[src/rtl/twos_comp_serial.sv]
// Digit-serial two's-complement unit: pass, negate, absolute value or ones' complement,
// DIGIT bits per cycle. Define TWOS_COMP_SATURATE_EN to clamp overflowing results to max positive.
module twos_comp_serial #(
    parameter int WIDTH = 8,
    parameter int DIGIT = 1
) (
    input  logic             clk,
    input  logic             rst_n,
    input  logic             in_valid,
    output logic             in_ready,
    input  logic [WIDTH-1:0] in_data,
    input  logic [1:0]       mode,
    output logic             out_valid,
    input  logic             out_ready,
    output logic [WIDTH-1:0] out_data,
    output logic             ovf
);

    localparam int NDIG = WIDTH / DIGIT;
    localparam int CW   = (NDIG > 1) ? $clog2(NDIG) : 1;
    localparam logic [CW-1:0]    LAST_CNT = CW'(NDIG - 1);
    localparam logic [WIDTH-1:0] MIN_NEG  = {1'b1, {(WIDTH-1){1'b0}}};
    localparam logic [WIDTH-1:0] MAX_POS  = {1'b0, {(WIDTH-1){1'b1}}};

    typedef enum logic [1:0] {
        S_IDLE = 2'd0,
        S_RUN  = 2'd1,
        S_DONE = 2'd2
    } state_t;

    state_t           r_state;
    state_t           w_state_next;
    logic             r_alive;
    logic [WIDTH-1:0] r_shift;
    logic [WIDTH-1:0] r_result;
    logic [WIDTH-1:0] r_out_data;
    logic [CW-1:0]    r_cnt;
    logic             r_invert;
    logic             r_carry;
    logic             r_ovf_pend;
    logic             r_ovf;

    logic             w_accept;
    logic             w_last;
    logic             w_inv;
    logic             w_cin;
    logic             w_ovf_case;
    logic [DIGIT-1:0] w_digit;
    logic [DIGIT:0]   w_sum;
    logic [WIDTH-1:0] w_shift_next;
    logic [WIDTH-1:0] w_res_next;
    logic [WIDTH-1:0] w_final;

    assign w_accept = in_ready & in_valid;
    assign w_last   = (r_state == S_RUN) && (r_cnt == LAST_CNT);

    // Operation is reduced to "optionally invert, then add a carry-in" once at accept.
    always_comb begin
        w_inv = 1'b0;
        w_cin = 1'b0;
        case (mode)
            2'b01: begin
                w_inv = 1'b1;
                w_cin = 1'b1;
            end
            2'b10: begin
                w_inv = in_data[WIDTH-1];
                w_cin = in_data[WIDTH-1];
            end
            2'b11: begin
                w_inv = 1'b1;
                w_cin = 1'b0;
            end
            default: begin
                w_inv = 1'b0;
                w_cin = 1'b0;
            end
        endcase
    end

    assign w_ovf_case = ((mode == 2'b01) || (mode == 2'b10)) && (in_data == MIN_NEG);

    assign w_digit      = r_shift[DIGIT-1:0] ^ {DIGIT{r_invert}};
    assign w_sum        = {1'b0, w_digit} + {{DIGIT{1'b0}}, r_carry};
    assign w_shift_next = r_shift >> DIGIT;

    generate
        if (NDIG == 1) begin : g_single_digit
            assign w_res_next = w_sum[DIGIT-1:0];
        end else begin : g_multi_digit
            assign w_res_next = {w_sum[DIGIT-1:0], r_result[WIDTH-1:DIGIT]};
        end
    endgenerate

`ifdef TWOS_COMP_SATURATE_EN
    assign w_final = r_ovf_pend ? MAX_POS : w_res_next;
`else
    assign w_final = w_res_next;
`endif

    // FSM: state register
    always_ff @(posedge clk or negedge rst_n) begin
        if (!rst_n) begin
            r_state <= S_IDLE;
            r_alive <= 1'b0;
        end else begin
            r_state <= w_state_next;
            r_alive <= 1'b1;
        end
    end

    // FSM: next-state logic
    always_comb begin
        w_state_next = r_state;
        case (r_state)
            S_IDLE:  if (w_accept)  w_state_next = S_RUN;
            S_RUN:   if (w_last)    w_state_next = S_DONE;
            S_DONE:  if (out_ready) w_state_next = S_IDLE;
            default: w_state_next = S_IDLE;
        endcase
    end

    // FSM: outputs
    always_comb begin
        in_ready  = r_alive && (r_state == S_IDLE);
        out_valid = (r_state == S_DONE);
    end

    always_ff @(posedge clk or negedge rst_n) begin
        if (!rst_n) begin
            r_shift    <= '0;
            r_result   <= '0;
            r_out_data <= '0;
            r_cnt      <= '0;
            r_invert   <= 1'b0;
            r_carry    <= 1'b0;
            r_ovf_pend <= 1'b0;
            r_ovf      <= 1'b0;
        end else if (w_accept) begin
            r_shift    <= in_data;
            r_result   <= '0;
            r_cnt      <= '0;
            r_invert   <= w_inv;
            r_carry    <= w_cin;
            r_ovf_pend <= w_ovf_case;
        end else if (r_state == S_RUN) begin
            r_shift  <= w_shift_next;
            r_result <= w_res_next;
            r_carry  <= w_sum[DIGIT];
            r_cnt    <= r_cnt + 1'b1;
            if (w_last) begin
                r_out_data <= w_final;
                r_ovf      <= r_ovf_pend;
            end
        end else if ((r_state == S_DONE) && out_ready) begin
            r_ovf <= 1'b0;
        end
    end

    assign out_data = r_out_data;
    assign ovf      = r_ovf;

endmodule

[config.mk]
export PLATFORM = sky130hd
export DESIGN_NAME = twos_comp_serial
export DESIGN_NICKNAME = d
export VERILOG_FILES = /design/src/rtl/twos_comp_serial.sv
export SDC_FILE = /design/constraint.sdc
export NUM_CORES = 1
export LEC_CHECK = 0
export CAP_MARGIN = 10
export CORE_UTILIZATION = 40
export CTS_CLUSTER_DIAMETER = 30
export DETAILED_ROUTE_END_ITERATION = 12
export GPL_ROUTABILITY_DRIVEN = 0
export GPL_TIMING_DRIVEN = 0
export PLACE_DENSITY = 0.63
export SLEW_MARGIN = 20
export SYNTH_ARGS = -nofsm -noshare
export SYNTH_HDL_FRONTEND = slang
export SYNTH_SLANG_ARGS = --single-unit
[constraint.sdc]
create_clock -name clk -period 2.65 [get_ports clk]
set_input_delay 0.53 -clock clk [delete_from_list [all_inputs] [get_ports clk]]
set_output_delay 0.53 -clock clk [all_outputs]
set_load 0.02 [all_outputs]
# --- After elaboration in Yosys (flattened, before gate mapping) ---
# Cells that the tools add are included.
word_totals:
  ff_bits: 34
  out_inout_bits: 11
  input_bits: 14
  wordCells: 54
op_classes:
  reduce_logical: 12
  n_addsub: 2
  n_mux: 17
  bitwise_logic: 3
  n_eq_ne: 10
op_table:
  columns: ["cell", "n"]
  rows:
  - ["two-way mux 8 bit", 4]
  - ["AND reduction 3 bit", 3]
  - ["== test 8 bit, second input constant", 1]
  - ["== test 2 bit, second input constant", 3]
  - ["two-way mux 2 bit", 3]
  - ["two-way mux 3 bit", 2]
  - ["one-hot mux 2 bit (3 select lines)", 1]
  - ["two-way mux 1 bit", 5]
  - ["== test 2 x 1 -> 1 bit, second input constant", 2]
  - ["logical AND 1 bit", 4]
  - ["!= test 2 bit, second input constant", 2]
  - ["one-hot mux 1 bit (2 select lines)", 2]
  - ["nonzero test 2 bit", 2]
  - ["adder 3 x 1 -> 3 bit, second input constant", 1]
  - ["== test 3 bit, second input constant", 1]
  - ["adder 1 x 1 -> 2 bit", 1]
  - ["logical NOT 2 bit", 1]
  - ["!= test 2 x 1 -> 1 bit, second input constant", 1]
  - ["OR reduction 2 bit", 1]
  - ["bitwise AND 1 bit", 1]
  - ["logical OR 1 bit", 1]
  - ["inverter 1 bit", 1]
  - ["bitwise XOR 1 bit", 1]

# --- Logic depth before layout (Yosys ltp) ---
logic_depth:
  depth_word: 5
  ltp_mapped: 5
  ltp_nobuf: 5

# --- Least setup slack after synthesis ---
# Ideal clock, no wire load.
synth_timing:
  path_type: "register to output"
  start: "register r_state[1]"
  end: "output in_ready"
  path_stages_with_launch: 2
  arrival_time_ps: 959
  slack_ps: 1161
  path_buffers: 0
  required_time_ps: 2120
  cell_sequence: "dfrtp_1 > nor3b_1"
synth_between:
  elab_chain_cells: 2
synth_lines:
  columns: ["item", "line_no", "source"]
  rows:
  - ["start, declared", "31", "state_t r_state;"]
  - ["start signal, assigned", "107", "r_state <= w_state_next;"]
  - ["logical NOT 2 bit", "125", "in_ready = r_alive && (r_state == S_IDLE);"]
  - ["logical AND 1 bit", "125", null]
  - ["end, declared", "10", "output logic in_ready,"]
# Every way passes these cells.

# --- Worst setup path in the final report ---
# Same ends and word-level chain as after synthesis.

==> flow_summary.yaml <==
status:
  status: "finished, final reports clean"
cells_and_area:
  multiInputGateArea_um2: 661
  n_fill_cell: 358
  antennaDiodeCount: 0
  nets: 196
  syn_to_final_growth_pct: 25.9
  fin_cells: 224
  seq_area_um2: 826
  drive_above_1_share_pct: 14.8
clock_tree:
  htreeDepth: 2
  clkLatencyLatePin_ns: 0.28
  cts_setup_buffers: 0
  hold_buffers: 0
  clk_pin_slew_ns: 0.07
  cts_tree: "done"
  post_cts_resized: 0
  numCtsBuffers: 5
  clock-root-buffer: "clkbuf_8"
  cts_buffer_depth: 2
  cts_sinks: 33
route:
  vias_per_cell: 4.99
  drt_first_pass_iters: 4
  drt-total-wl_um: 2900
  drtIter0Drc: 33
  drtAntennaViolNets: 0
  vias: 1117
  post-route-drc-count: 0
  wl_per_cell_um: 13.0
floorplanning:
  die_w_um: 64.4
  num_io_pins: 25
  dieArea_um2: 4140
  start_util_pct: 42.2
  num_rows: 22
  die_height_um: 64.4
  fp.coreArea_um2: 3690
sta:
  hold_viol: 0
  rsz0062_at_grt: "false"
  setup_viol: 0
  fin_tns_setup_ns: 0
  fin_crit_ns: 2.11
  max_freq_mhz: 473
  timing.hold.ws_ns: 0.181
  period_share_pct: 79.7
  clock_skew_ns: 0.00729
  slew_violations: 0
synth:
  synth-seq-cells: 33
  synth_cell_types: 29
  ys.flop_type: "dfrtp_1"
  ys_seq_area_share_pct: 53.1
  netlist_area_um2: 1560
  syn_inst: 143
  synth.net_count: 164
  ys_async_sr_fraction_pct: 100
  yosys_warnings: 0
  avgSynthCellArea_um2: 10.9
  synth_edf_count: 0
worst_setup_path:
  worstReg2RegStart: "r_cnt[0]"
  r2r_end: "out_data[4]"
  arrival_ns: 1.58
  crit_type: "reg -> out"
  critPathRequiredTime_ns: 2.12
  critPathMaxFanout: 6
  start_kind: "flop"
  regToRegSetupSlack_ns: 1.21
  endpoint_kind: "primary output"
  reg2reg_depth: 4
power:
  p_leak_nw: 0.938
  ir_worst_vdd_uv: 438
  p_per_area_nw_per_um2: 1030
global_routing:
  grt_pass1_vias: 1097
  track_usage_pct: 16.3
  grt_first_pass_wirelength_um: 5020
  grt_overflow: 0
  grt_max_degree: 18
  antenna_found_initial: 0
job:
  maxCapViolCount: 0
placed_design:
  dp_cells: 216
  port_buffers: 24
  dp_hpwl_um: 2100
hold_path:
  min_path_type: "in -> async"
==> worst max path at each step <==
stage,start,to,cells past startpoint
floorplan,r_state[1],in_ready,1
global placement,rst_n,r_shift[3],1
CTS,r_state[1],in_ready,2
detailed placement,mode[0],r_carry,6
global route,r_state[1],in_ready,2
finish,r_state[1],in_ready,2
==> per-stage QoR <==
step | power [mW] | area, um2 | utilization (%) | setup WS [ns]
after floorplan | 1.40 | 1560 | - | 1.16
after global placement | 1.65 | 1860 | 50.3 | 0.393
after detailed placement | 1.68 | 1880 | 50.9 | 0.762
after CTS | 2.05 | 1960 | 53.1 | 0.533
after global routing | 2.17 | 1960 | 53.1 | 0.428
final | 2.02 | 1960 | 53.1 | 0.538
==> kinds of logic after synthesis <==
logic type	after synthesis	share of synthesized area (%)
multiplexers	9	8.69
flip-flops	33	53.1
AO/OA/AOI/OAI	23	8.77
AND/OR/NAND/NOR	58	18.0
buffers and inverters	10	4.42
XOR/XNOR	2	1.13
other	1	0.241
adder cells (fa/ha/maj)	7	5.63
==> power by group <==
group | internal [mW] | switching [mW] | total (mW) | leakage (nW)
Clock | 0.186 | 0.171 | 0.358 | 0.0395
Sequential | 0.703 | 0.124 | 0.828 | 0.428
Combinational | 0.420 | 0.413 | 0.833 | 0.471
==> Yosys cell counts (2+ instances only) <==
cell type	count	area share [%]
a21oi_1	9	2.9
a31oi_1	6	2.4
buf_4	4	1.9
buf_6	2	1.4
dfrtp_1	33	53
ha_1	7	5.6
inv_1	3	0.72
mux2_4	9	8.7
nand2_1	36	8.7
nand2b_1	2	0.80
nand3_1	4	1.3
nor2_1	9	2.2
o21ai_0	3	0.97
==> layer usage <==
metal	global-route usage [%]	routed length (um)	part of all wire, %
met1	21.5	1300	45
met2	24.9	1390	48
met3	5.00	169	5.8
met4	6.67	44	1.5
met5	0	0	0
==> cells in the final DEF, fill, tap and decap left out, drive strengths merged <==
cell type,netlist,routed
clkdlybuf4s50,0,23
inv,3,3
o31ai,1,1
nand3b,1,1
o21ai,3,3
buf,7,9
a32oi,1,1
a21o,1,1
dfrtp,33,33
clkbuf,0,8
nor2b,1,1
nand2b,2,2
mux2,9,9
xor2,1,1
nand3,4,4
xnor2,1,1
and4bb,1,1
nand4bb,1,1
conb,1,1
a22oi,1,1
a31oi,6,6
nor4,1,1
ha,7,7
a21boi,1,1
nand2,37,37
nor2,9,9
nor3b,1,1
a21oi,9,9
==> area by class of cell <==
cell class                 count  share of cell area (%)
multi-input combinational    100                    33.7
clock buffer                   8                    4.09
buffer                         7                    2.94
timing repair buffer          25                    13.4
inverter                       3                   0.575
sequential                    33                    42.2
tap                           48                    3.07
==> critical path, stage by stage, from the launching register on <==
cell             delay [ns]
dfrtp_1                0.46
nor3b_1                0.21
clkdlybuf4s50_1        0.63
==> state kept, by name (all words and copies together), names as in the netlist <==
signal,count
out_data,8
ovf,1
r_alive,1
r_carry,1
r_cnt,3
r_invert,1
r_ovf_pend,1
r_result,7
r_shift,8
r_state,2
No activity file was read; power rests on OpenSTA's default activity.
